File: src/rtl/edge_det_pkg.sv
// Shared types and defaults for the edge detector bank.
// Optional debounce counters: define EDGE_DETECTOR_BANK_DEBOUNCE_EN.
package edge_det_pkg;

  typedef enum logic [1:0] {
    EDGE_OFF  = 2'b00,
    EDGE_RISE = 2'b01,
    EDGE_FALL = 2'b10,
    EDGE_BOTH = 2'b11
  } edge_mode_t;

  localparam int SYNC_STAGES_DEF     = 2;
  localparam int DEBOUNCE_CYCLES_DEF = 4;

  // rise=1 means the filtered level is about to go 0->1
  function automatic logic edge_hit(
    input edge_mode_t m,
    input logic       rise
  );
    logic hit;
    unique case (m)
      EDGE_RISE: hit = rise;
      EDGE_FALL: hit = !rise;
      EDGE_BOTH: hit = 1'b1;
      default:   hit = 1'b0;
    endcase
    return hit;
  endfunction

endpackage

File: src/rtl/edge_det_channel.sv
// One channel: synchroniser, debounce filter, edge pulse, sticky pending.
// Debounce counter present only with EDGE_DETECTOR_BANK_DEBOUNCE_EN.
module edge_det_channel
  import edge_det_pkg::*;
#(
  parameter int SYNC_STAGES     = SYNC_STAGES_DEF
`ifdef EDGE_DETECTOR_BANK_DEBOUNCE_EN
  ,
  parameter int DEBOUNCE_CYCLES = DEBOUNCE_CYCLES_DEF,
  parameter int CNT_W           = $clog2(DEBOUNCE_CYCLES + 1)
`endif
) (
  input  logic       clk,
  input  logic       nrst,
  input  logic       en,
  input  logic       in,
  input  edge_mode_t mode,
  input  logic       clr,
  output logic       level,
  output logic       pulse,
  output logic       pending
);

  logic [SYNC_STAGES-1:0] sync;
  logic                   s;
  logic                   upd;

  assign s = sync[SYNC_STAGES-1];

  always_ff @(posedge clk or negedge nrst) begin
    if (!nrst) begin
      sync <= '0;
    end else begin
      sync <= {sync[SYNC_STAGES-2:0], in};
    end
  end

`ifdef EDGE_DETECTOR_BANK_DEBOUNCE_EN
  logic [CNT_W-1:0] cnt;

  assign upd = en && (s != level) &&
               (cnt == CNT_W'(DEBOUNCE_CYCLES - 1));

  // Any agreement or disable restarts the qualification window
  always_ff @(posedge clk or negedge nrst) begin
    if (!nrst) begin
      cnt <= '0;
    end else if (!en || (s == level) || upd) begin
      cnt <= '0;
    end else begin
      cnt <= cnt + 1'b1;
    end
  end
`else
  assign upd = en && (s != level);
`endif

  // Set beats clear so an edge landing with clr is never lost
  always_ff @(posedge clk or negedge nrst) begin
    if (!nrst) begin
      level   <= 1'b0;
      pulse   <= 1'b0;
      pending <= 1'b0;
    end else begin
      if (upd) begin
        level <= s;
      end
      pulse   <= upd && edge_hit(mode, s);
      pending <= pulse | (pending & ~clr);
    end
  end

endmodule

File: src/rtl/edge_detector_bank.sv
// Multi-channel debounced edge detector with aggregated interrupt.
// Debounce counters enabled by defining EDGE_DETECTOR_BANK_DEBOUNCE_EN.
module edge_detector_bank
  import edge_det_pkg::*;
#(
  parameter int CHANNELS        = 4,
  parameter int SYNC_STAGES     = SYNC_STAGES_DEF,
  parameter int DEBOUNCE_CYCLES = DEBOUNCE_CYCLES_DEF,
  parameter int CNT_W           = $clog2(DEBOUNCE_CYCLES + 1)
) (
  input  logic                  clk,
  input  logic                  nrst,
  input  logic [CHANNELS-1:0]   en,
  input  logic [CHANNELS-1:0]   in,
  input  logic [2*CHANNELS-1:0] mode,
  input  logic [CHANNELS-1:0]   clr,
  output logic [CHANNELS-1:0]   level,
  output logic [CHANNELS-1:0]   pulse,
  output logic [CHANNELS-1:0]   pending,
  output logic                  irq
);

  for (genvar i = 0; i < CHANNELS; i++) begin : g_ch
    edge_det_channel #(
      .SYNC_STAGES     (SYNC_STAGES)
`ifdef EDGE_DETECTOR_BANK_DEBOUNCE_EN
      ,
      .DEBOUNCE_CYCLES (DEBOUNCE_CYCLES),
      .CNT_W           (CNT_W)
`endif
    ) u_ch (
      .clk     (clk),
      .nrst    (nrst),
      .en      (en[i]),
      .in      (in[i]),
      .mode    (edge_mode_t'(mode[2*i +: 2])),
      .clr     (clr[i]),
      .level   (level[i]),
      .pulse   (pulse[i]),
      .pending (pending[i])
    );
  end

  assign irq = |pending;

endmodule

File: config.mk
export PLATFORM = sky130hd
export DESIGN_NAME = edge_detector_bank
export DESIGN_NICKNAME = d
export VERILOG_FILES = /design/src/rtl/edge_det_pkg.sv /design/src/rtl/edge_det_channel.sv /design/src/rtl/edge_detector_bank.sv
export SDC_FILE = /design/constraint.sdc
export NUM_CORES = 1
export LEC_CHECK = 0
export BUFFER_PORTS_ARGS = -buffer_cell sky130_fd_sc_hd__buf_4
export CAP_MARGIN = 20
export CORE_MARGIN = 3
export CORE_UTILIZATION = 47
export DETAILED_ROUTE_END_ITERATION = 10
export GPL_TIMING_DRIVEN = 0
export HOLD_SLACK_MARGIN = 0.1
export PLACE_DENSITY = 0.85
export SLEW_MARGIN = 30
export SYNTH_ARGS = -nofsm -noshare
export SYNTH_HDL_FRONTEND = slang
export SYNTH_SLANG_ARGS = --single-unit
File: constraint.sdc
create_clock -name clk -period 1.7 [get_ports clk]
set_input_delay 0.425 -clock clk [delete_from_list [all_inputs] [get_ports clk]]
set_output_delay 0.425 -clock clk [all_outputs]
set_load 0.1 [all_outputs]
==> results of run 1 <==
==> per-layer routing <==
layer  wire length, µm  up-vias  share of wire [%]
li1                  -      262                  -
met5                 0        -                  0
met2               763       25                 54
met1               468      255                 33
met4                29        0                2.1
met3               146        4                 10
==> per-stage QoR <==
step | utilization (%) | worst slack, ps | area (µm²)
3_5_place_dp | 69.1 | 131 | 1050
2_1_floorplan | - | 198 | 778
6_report | 73.5 | -141 | 1120
5_1_grt | 73.5 | -184 | 1120
4_1_cts | 73.5 | -156 | 1120
3_3_place_gp | 69.1 | 136 | 1050
==> worst paths after layout <==
| path | to | slack, ps | start | cells after the start |
|---|---|---|---|---|
| min reg2reg | g_ch[0].u_ch.sync[1] | 360 | g_ch[0].u_ch.sync[0] | 0 |
| min in group asynchronous | g_ch[2].u_ch.pending | 530 | nrst | 2 |
| min | g_ch[0].u_ch.sync[0] | 230 | in[0] | 1 |
| max in group asynchronous | g_ch[1].u_ch.level | 970 | nrst | 2 |
| max reg2reg | g_ch[0].u_ch.level | 890 | g_ch[0].u_ch.level | 1 |
| max | irq | -140 | g_ch[3].u_ch.pending | 2 |
==> power by group <==
part           leakage, nW  switching, mW  total [mW]  internal (mW)
clock               0.0210          0.137       0.268          0.131
sequential           0.246         0.0239       0.535          0.511
combinational        0.355          0.283       0.429          0.146
total                0.622          0.444        1.23          0.787
==> Yosys cell counts <==
| cell | instances | share of area [%] |
|---|---|---|
| dfrtp_1 | 20 | 65 |
| a21o_1 | 3 | 2.9 |
| nand2_1 | 4 | 1.9 |
| nand4b_1 | 8 | 9.0 |
| or4_1 | 1 | 0.97 |
| buf_4 | 12 | 12 |
| a21o_2 | 1 | 1.1 |
| mux2_2 | 4 | 5.8 |
| inv_1 | 4 | 1.9 |
==> worst max-delay path: stages (launching register included) <==
cell	delay, ps
dfrtp_1	410
or4_4	530
buf_12	180
==> cell type report <==
class,count,area [µm²]
flip-flops and latches,20,500
plain buffers,12,90.1
well taps,16,20.0
repair buffers,36,285
fillers,116,404
inverters,4,15.0
multi-input cells,21,173
clock buffers,4,36.3
==> sequential cells by signal, indices dropped and copies added, names as in the netlist <==
signal,flops
g_ch.u_ch.pending,4
g_ch.u_ch.level,4
g_ch.u_ch.pulse,4
g_ch.u_ch.sync,8
==> kinds of logic after synthesis <==
family                 Yosys count  synth area share (%)
buffers and inverters           16                  13.6
DFF                             20                  64.6
AOI/OAI and AO/OA                4                  4.04
and+or+nand+nor                 13                  12.0
muxes                            4                  5.82
==> repair_timing <==
item                                   4_1_cts  5_1_grt
setup endpoints to repair                    1        1
hold buffers                                 1        0
resized for setup                            3        0
pin swaps                                    1        0
setup buffers                                1        0
endpoints found under the hold margin       20        0
==> impl_metrics.tcl, run 1 <==
set metrics [dict create \
    dp_cells 107 \
    grt_pass1_wl_um 2260 \
    final_nets 120 \
    firstDrtPassIters 3 \
    mostFrequentLayoutCells "buf_4 (46), dfrtp_1 (20), nand4b_1 (8)" \
    hold_ws_ps 228 \
    power_density_nw_per_um2 1100 \
    die_w_um 46.6 \
    hp-class "input pin to flop" \
    worst_clock_skew_ps 1.83 \
    drtAntennaViolNets 0 \
    grtUsageTotal_pct 15.4 \
    setup_ws_ps -141 \
    vdd_drop_max_uv 619 \
    synth_warnings 0 \
    syn2layout_area_growth_pct 44.6 \
    period_minus_slack_ps 1840 \
    worst-slew-pin-transition_ps 283 \
    root_buffer "clkbuf_4" \
    yosysSeqAreaShare_pct 64.6 \
    path_max_fanout 3 \
    violations "setup timing" \
    rows 14 \
    report.final.slew_viol_count 0 \
    crit_path_start_kind "flop" \
    wl_um 1410 \
    clock-sinks 20 \
    start_util_pct 50.8 \
    drive_gt1_share_pct 58.8 \
    grt_use_met2_pct 28.8 \
    p_leak_nw 0.622 \
    cts_buffer_depth 2 \
    dr.first_iter.drc_count 3 \
    slew_headroom_pct 81.3 \
    drc_errors 0 \
    synth_cell_types 9 \
    cts_tree "yes" \
    grt_pass1_vias 550 \
    tns_ps -141 \
    period_share_pct 108 \
    synth_nets 79 \
    syn_inst 57 \
    gp_congestion 0.639 \
    use_met1_pct 14.9 \
    rsz0062_at_grt "yes" \
    clk_latency_ps 290 \
    avgViaCountPerCell 4.83 \
    clk_pin_slew_ps 110 \
    core_area_um2 1520 \
    routedWlPerCell_um 12.5 \
    top_usage_layer "met2" \
    crit_type "flop to primary output" \
    io_pins 35 \
    syn-cell-area_um2 774 \
    met3_usage_pct 2.73 \
    required_ps 1270 \
    grt.overflow.total 0 \
    cp_data_arrival_time_ps 1420 \
    end_kind "primary output" \
    final_common_cell "buf_4" \
    die-area_um2 2170 \
    vias 546 \
    hold_viol_final 0 \
    cts_max_level 1 \
    total_power_mw 1.23 \
    synth_seq_cells 20 \
    antenna_cells 0 \
    port_buffers 34 \
    antenna_found_initial 0 \
    outcome "finished, violations left" \
    syn_area_per_cell_um2 13.6 \
    grt_max_degree 21 \
    stdcell_count 113 \
    maxCapViolCount 0 \
    die_h_um 46.6 \
    setup_viol 1 \
    max_freq_ghz 0.543 \
    cts_buffers 3 \
]
Power figures use the tool's default switching activity.
==> inputs of run 2 (changes only) <==
--- a/config.mk
+++ b/config.mk
@@ -7,8 +7,10 @@
 export LEC_CHECK = 0
 export BUFFER_PORTS_ARGS = -buffer_cell sky130_fd_sc_hd__buf_4
 export CAP_MARGIN = 20
+export CELL_PAD_IN_SITES_DETAIL_PLACEMENT = 1
+export CELL_PAD_IN_SITES_GLOBAL_PLACEMENT = 1
 export CORE_MARGIN = 3
-export CORE_UTILIZATION = 47
+export CORE_UTILIZATION = 36
 export DETAILED_ROUTE_END_ITERATION = 10
 export GPL_TIMING_DRIVEN = 0
 export HOLD_SLACK_MARGIN = 0.1
==> run 2 against run 1 <==
The flow still finishes with violations (setup timing). Global-route usage is 3.2 points lower. Clock skew grew 7.5 ps. Power decreased by 3.5%. Setup slack worse by 11 ps. Wire length is 18% higher. Sequential cell count unchanged. Critical path type unchanged. Largest cell class unchanged. Highest routed layer unchanged.
==> impl_metrics.tcl, run 2 (same netlist as run 1, synthesis figures left out) <==
set metrics [dict create \
    vdd_drop_max_uv 761 \
    period_minus_slack_ps 1850 \
    period_share_pct 109 \
    max_freq_ghz 0.540 \
    clk_latency_ps 290 \
    drc_errors 0 \
    cp_data_arrival_time_ps 1430 \
    crit_path_end "irq" \
    port_buffers 34 \
    hp-class "input pin to flop" \
    slew_headroom_pct 81.4 \
    rsz0062_at_grt "yes" \
    setup_viol 1 \
    grt_pass1_vias 569 \
    power_density_nw_per_um2 1040 \
    drtAntennaViolNets 0 \
    crit_type "flop to primary output" \
    rr_worst_depth 3 \
    design_area_um2 1150 \
    post_dp_cell_area_um2 1070 \
    die_w_um 52.4 \
    die-area_um2 2740 \
    largest_reg_flops 8 \
    grt_pass1_wl_um 2440 \
    report.final.slew_viol_count 0 \
    required_ps 1270 \
    antenna_cells 0 \
    cts_buffer_depth 2 \
    timing.rr.start "g_ch[0].u_ch.pending" \
    rrSetupSlack_ps 780 \
    violations "setup timing" \
    tns_ps -152 \
    cts_buffers 3 \
    met3_usage_pct 4.84 \
    syn2layout_area_growth_pct 48.1 \
    final_common_cell "buf_4" \
    dp_hpwl_um 1190 \
    die_h_um 52.4 \
    worst_clock_skew_ps 9.35 \
    cts_max_level 1 \
    core_area_um2 2000 \
    start_util_pct 38.7 \
    cts_tree "yes" \
    place_ws_ps 131 \
    use_met1_pct 12.1 \
    top_register "g_ch.u_ch.sync" \
    crit_path_start_kind "flop" \
    clock-sinks 20 \
    wl_um 1670 \
    vias 560 \
    outcome "finished, violations left" \
    setup_ws_ps -152 \
    grtUsageTotal_pct 12.2 \
    top_usage_layer "met2" \
    mostFrequentLayoutCells "buf_4 (47), dfrtp_1 (20), nand4b_1 (8)" \
    r2r-end "g_ch[0].u_ch.pending" \
    drive_gt1_share_pct 59.2 \
    p_leak_nw 0.628 \
    avgViaCountPerCell 4.48 \
    grt_max_degree 21 \
    hold_viol_final 0 \
    io_pins 35 \
    dr.first_iter.drc_count 0 \
    root_buffer "clkbuf_4" \
    worst-slew-pin-transition_ps 281 \
    path_max_fanout 3 \
    rows 16 \
    hold-path-cell-count 1 \
    crit_start "g_ch[2].u_ch.pending" \
    final_nets 122 \
    grt_use_met2_pct 23.6 \
    end_kind "primary output" \
    clk_pin_slew_ps 100 \
    firstDrtPassIters 1 \
    fillers 226 \
    antenna_found_initial 0 \
    gp_congestion 0.638 \
    maxCapViolCount 0 \
    grt.overflow.total 0 \
    routedWlPerCell_um 13.4 \
]
[run 2: worst min-delay path by stage]
stage | from | endpoint | slack, ps
6_report | in[2] | g_ch[2].u_ch.sync[0] | 250
5_1_grt | in[1] | g_ch[1].u_ch.sync[0] | 220
4_1_cts | in[2] | g_ch[2].u_ch.sync[0] | 220
3_5_place_dp | nrst | g_ch[0].u_ch.pulse | 310
3_3_place_gp | nrst | g_ch[0].u_ch.pending | 310
2_1_floorplan | nrst | g_ch[0].u_ch.level | 130
[run 2: stage by stage]
stage / hold WS (ps) / cells / power [mW] / utilization (%)
floorplan: 129 / 57 / 0.848 / -
global placement: 312 / 118 / 0.946 / 53.3
detailed placement: 311 / 118 / 0.955 / 53.3
CTS: 225 / 124 / 1.19 / 56.3
global route: 218 / 125 / 1.24 / 57.3
finish: 246 / 125 / 1.19 / 57.3
[run 2: timing repair]
item,in CTS,in global routing
buffers inserted,2,1
setup endpoints to repair,1,1
hold buffers,1,0
resized for setup,3,3
hold endpoints to repair,20,0
pin swaps,0,1
[run 2: critical path, stage by stage (launching register included)]
cell and delay [ps]:
dfrtp_1 410, or4_4 550, buf_12 180
[run 2: final cells by class]
type	count	area [µm²]	share of cell area [%]
inverters	4	15.0	1.31
clock buffers	3	22.5	1.96
well taps	27	33.8	2.94
flip-flops and latches	20	500	43.6
repair buffers	38	313	27.3
plain buffers	12	90.1	7.85
multi-input cells	21	173	15.0
[run 2: routing by layer]
metal,vias to the layer above,part of all wire (%)
met3,2,7.7
li1,265,-
met5,-,0
met4,0,0.48
met2,20,60
met1,273,32
[run 2: power breakdown]
| group | internal, mW | leakage (nW) | total (mW) | switching, mW |
|---|---|---|---|---|
| clock | 0.0822 | 0.0138 | 0.204 | 0.122 |
| sequential | 0.511 | 0.246 | 0.535 | 0.0242 |
| combinational | 0.159 | 0.369 | 0.449 | 0.290 |
| total | 0.752 | 0.628 | 1.19 | 0.436 |
==> inputs of run 3 (changes only) <==
--- a/config.mk
+++ b/config.mk
@@ -5,16 +5,18 @@
 export SDC_FILE = /design/constraint.sdc
 export NUM_CORES = 1
 export LEC_CHECK = 0
+export ABC_AREA = 1
 export BUFFER_PORTS_ARGS = -buffer_cell sky130_fd_sc_hd__buf_4
 export CAP_MARGIN = 20
 export CELL_PAD_IN_SITES_DETAIL_PLACEMENT = 1
 export CELL_PAD_IN_SITES_GLOBAL_PLACEMENT = 1
 export CORE_MARGIN = 3
-export CORE_UTILIZATION = 36
+export CORE_UTILIZATION = 35
 export DETAILED_ROUTE_END_ITERATION = 10
 export GPL_TIMING_DRIVEN = 0
 export HOLD_SLACK_MARGIN = 0.1
 export PLACE_DENSITY = 0.85
+export REMOVE_ABC_BUFFERS = 1
 export SLEW_MARGIN = 30
 export SYNTH_ARGS = -nofsm -noshare
 export SYNTH_HDL_FRONTEND = slang
==> run 3 against run 2 <==
The run now ends clean. Maximum frequency up 22%. Non-clock buffer count down 15. First-iteration DRC count unchanged. Die area increased by 11%. Count of clock-buffer cells in the layout up 1. Sequential share of layout area rose by 2.3 points. Sequential cell count is the same. Design area is 5.0% lower. Wire length shrank 5.6%. Global-route usage shrank 0.91 points. Clock power rose by 28%. Critical endpoint unchanged. Highest routed layer is now met3.
==> impl_metrics.tcl, run 3 <==
set metrics [dict create \
    outcome "finished clean" \
    top_register "g_ch.u_ch.sync" \
    crit_type "flop to primary output" \
    ys_top_cells_by_area "dfrtp_1 (59%), buf_4 (11%), nand2_1 (8.9%)" \
    drive_gt1_share_pct 35.3 \
    grtUsageTotal_pct 11.3 \
    cp_data_arrival_time_ps 1090 \
    total_power_mw 1.16 \
    report.final.slew_viol_count 0 \
    die-area_um2 3030 \
    root_buffer "clkbuf_4" \
    worst-slew-pin-transition_ps 283 \
    avgViaCountPerCell 4.24 \
    synth_cell_types 8 \
    drtAntennaViolNets 0 \
    largest_reg_flops 8 \
    setup_viol 0 \
    antenna_cells 0 \
    io_pins 35 \
    fin_util_pct 48.3 \
    vias 623 \
    firstDrtPassIters 1 \
    async_reset_ff_share_pct 100 \
    synth_seq_cells 20 \
    vdd_drop_max_uv 535 \
    wl_um 1580 \
    cts_resized 0 \
    cts_buffer_depth 2 \
    required_ps 1270 \
    tns_ps 0 \
    dp_hpwl_um 1330 \
    clock-sinks 20 \
    final_nets 142 \
    syn2layout_area_growth_pct 29.2 \
    routedWlPerCell_um 10.7 \
    slew_headroom_pct 81.3 \
    syn-cell-area_um2 843 \
    port_buffers 34 \
    syn_area_per_cell_um2 9.17 \
    hp-class "input pin to flop" \
    yosysSeqAreaShare_pct 59.3 \
    start_util_pct 37.4 \
    p_leak_nw 0.636 \
    end_kind "primary output" \
    max_freq_ghz 0.660 \
    dr.first_iter.drc_count 0 \
    cts_buffers 3 \
    hold_viol_final 0 \
    postCtsSetupRepairBufs 0 \
    syn_inst 92 \
    cts_max_level 1 \
    yosysTopAreaCell "dfrtp_1" \
    grt.overflow.total 0 \
    hold_ws_ps 236 \
    path_max_fanout 2 \
    maxCapViolCount 0 \
    core_area_um2 2250 \
    crit_path_start_kind "flop" \
    grt_max_degree 21 \
    period_minus_slack_ps 1520 \
    synth_warnings 0 \
    cts_tree "yes" \
    clk_pin_slew_ps 100 \
    multiInputGateArea_um2 181 \
    fillers 295 \
    synth_common_cells "dfrtp_1 (20), nand2_1 (20), inv_1 (19), buf_4 (12), nor2_1 (12)" \
    synth_flop_cell "dfrtp_1" \
    gp_congestion 0.606 \
    regArea_um2 500 \
    ctsHoldBuffers 1 \
    antenna_found_initial 0 \
    final_common_cell "buf_4" \
    die_h_um 55.1 \
    worst_clock_skew_ps 0.618 \
    clk_latency_ps 290 \
    rsz0062_at_grt "no" \
    netlist.area_leader.share_pct 59.3 \
    power_density_nw_per_um2 1060 \
    synth_edf_count 0 \
    drc_errors 0 \
    rows 17 \
    mostFrequentLayoutCells "buf_4 (34), nand2_1 (20), dfrtp_1 (20)" \
    die_w_um 55.1 \
    grt_pass1_wl_um 2450 \
    period_share_pct 89.2 \
    grt_pass1_vias 635 \
]
[run 3: changes by cell type after synthesis, moves of 4 or more]
cell      delta
mux2_2       -4
nand2_1     +16
nor2_1      +12
o21bai_1     +4
inv_1       +15
nor2_2       +4
nand4b_1     -8
[run 3: worst max-delay path: stages (launching register included)]
cell and delay [ps]:
dfrtp_1 390, inv_1 80, nand4_1 90, buf_4 240
[run 3: area by class of cell]
type,instances,share of cell area (%)
Sequential cell,20,45.9
Timing Repair Buffer,35,24.3
Multi-Input combinational cell,41,16.6
Inverter,19,6.54
Clock buffer,4,3.33
Tap cell,28,3.21
[run 3: metrics by stage]
| stage | std cells | cell area, µm² | worst slack [ps] |
|---|---|---|---|
| CTS | 147 | 1090 | 148 |
| global route | 147 | 1090 | 113 |
| global placement | 142 | 1040 | 514 |
| finish | 147 | 1090 | 184 |
| detailed placement | 142 | 1040 | 486 |
| floorplan | 80 | 753 | -573 |
[run 3: logic make-up (layout without fill, tap and decap cells)]
family,after synthesis,after routing,share of synthesized area [%]
buffers and inverters,31,58,19.1
AOI/OAI and AO/OA,4,4,3.56
and+or+nand+nor,37,37,18.0
DFF,20,20,59.3
[run 3: path summary, 6_finish.rpt]
path,start,to,slack [ps],depth (start not counted)
setup / recovery,g_ch[3].u_ch.pending,irq,180,3
hold / removal,in[0],g_ch[0].u_ch.sync[0],240,1
setup reg to reg,g_ch[3].u_ch.level,g_ch[3].u_ch.pulse,970,4
hold reg to reg,g_ch[1].u_ch.sync[0],g_ch[1].u_ch.sync[1],360,0
max in group asynchronous,nrst,g_ch[3].u_ch.sync[0],960,2
min in group asynchronous,nrst,g_ch[2].u_ch.pending,540,2
[run 3: where the power goes]
group | internal [mW] | switching, mW
registers | 0.509 | 0.0212
logic | 0.0898 | 0.278
clock network | 0.130 | 0.131
total | 0.729 | 0.430
[run 3: metal layers]
metal	global-route usage, %	wire length (µm)	vias to the layer above
li1	-	-	307
met1	11.7	615	292
met2	22.6	826	24
met3	2.68	133	0
met4	2.43	0	0
met5	0	0	-
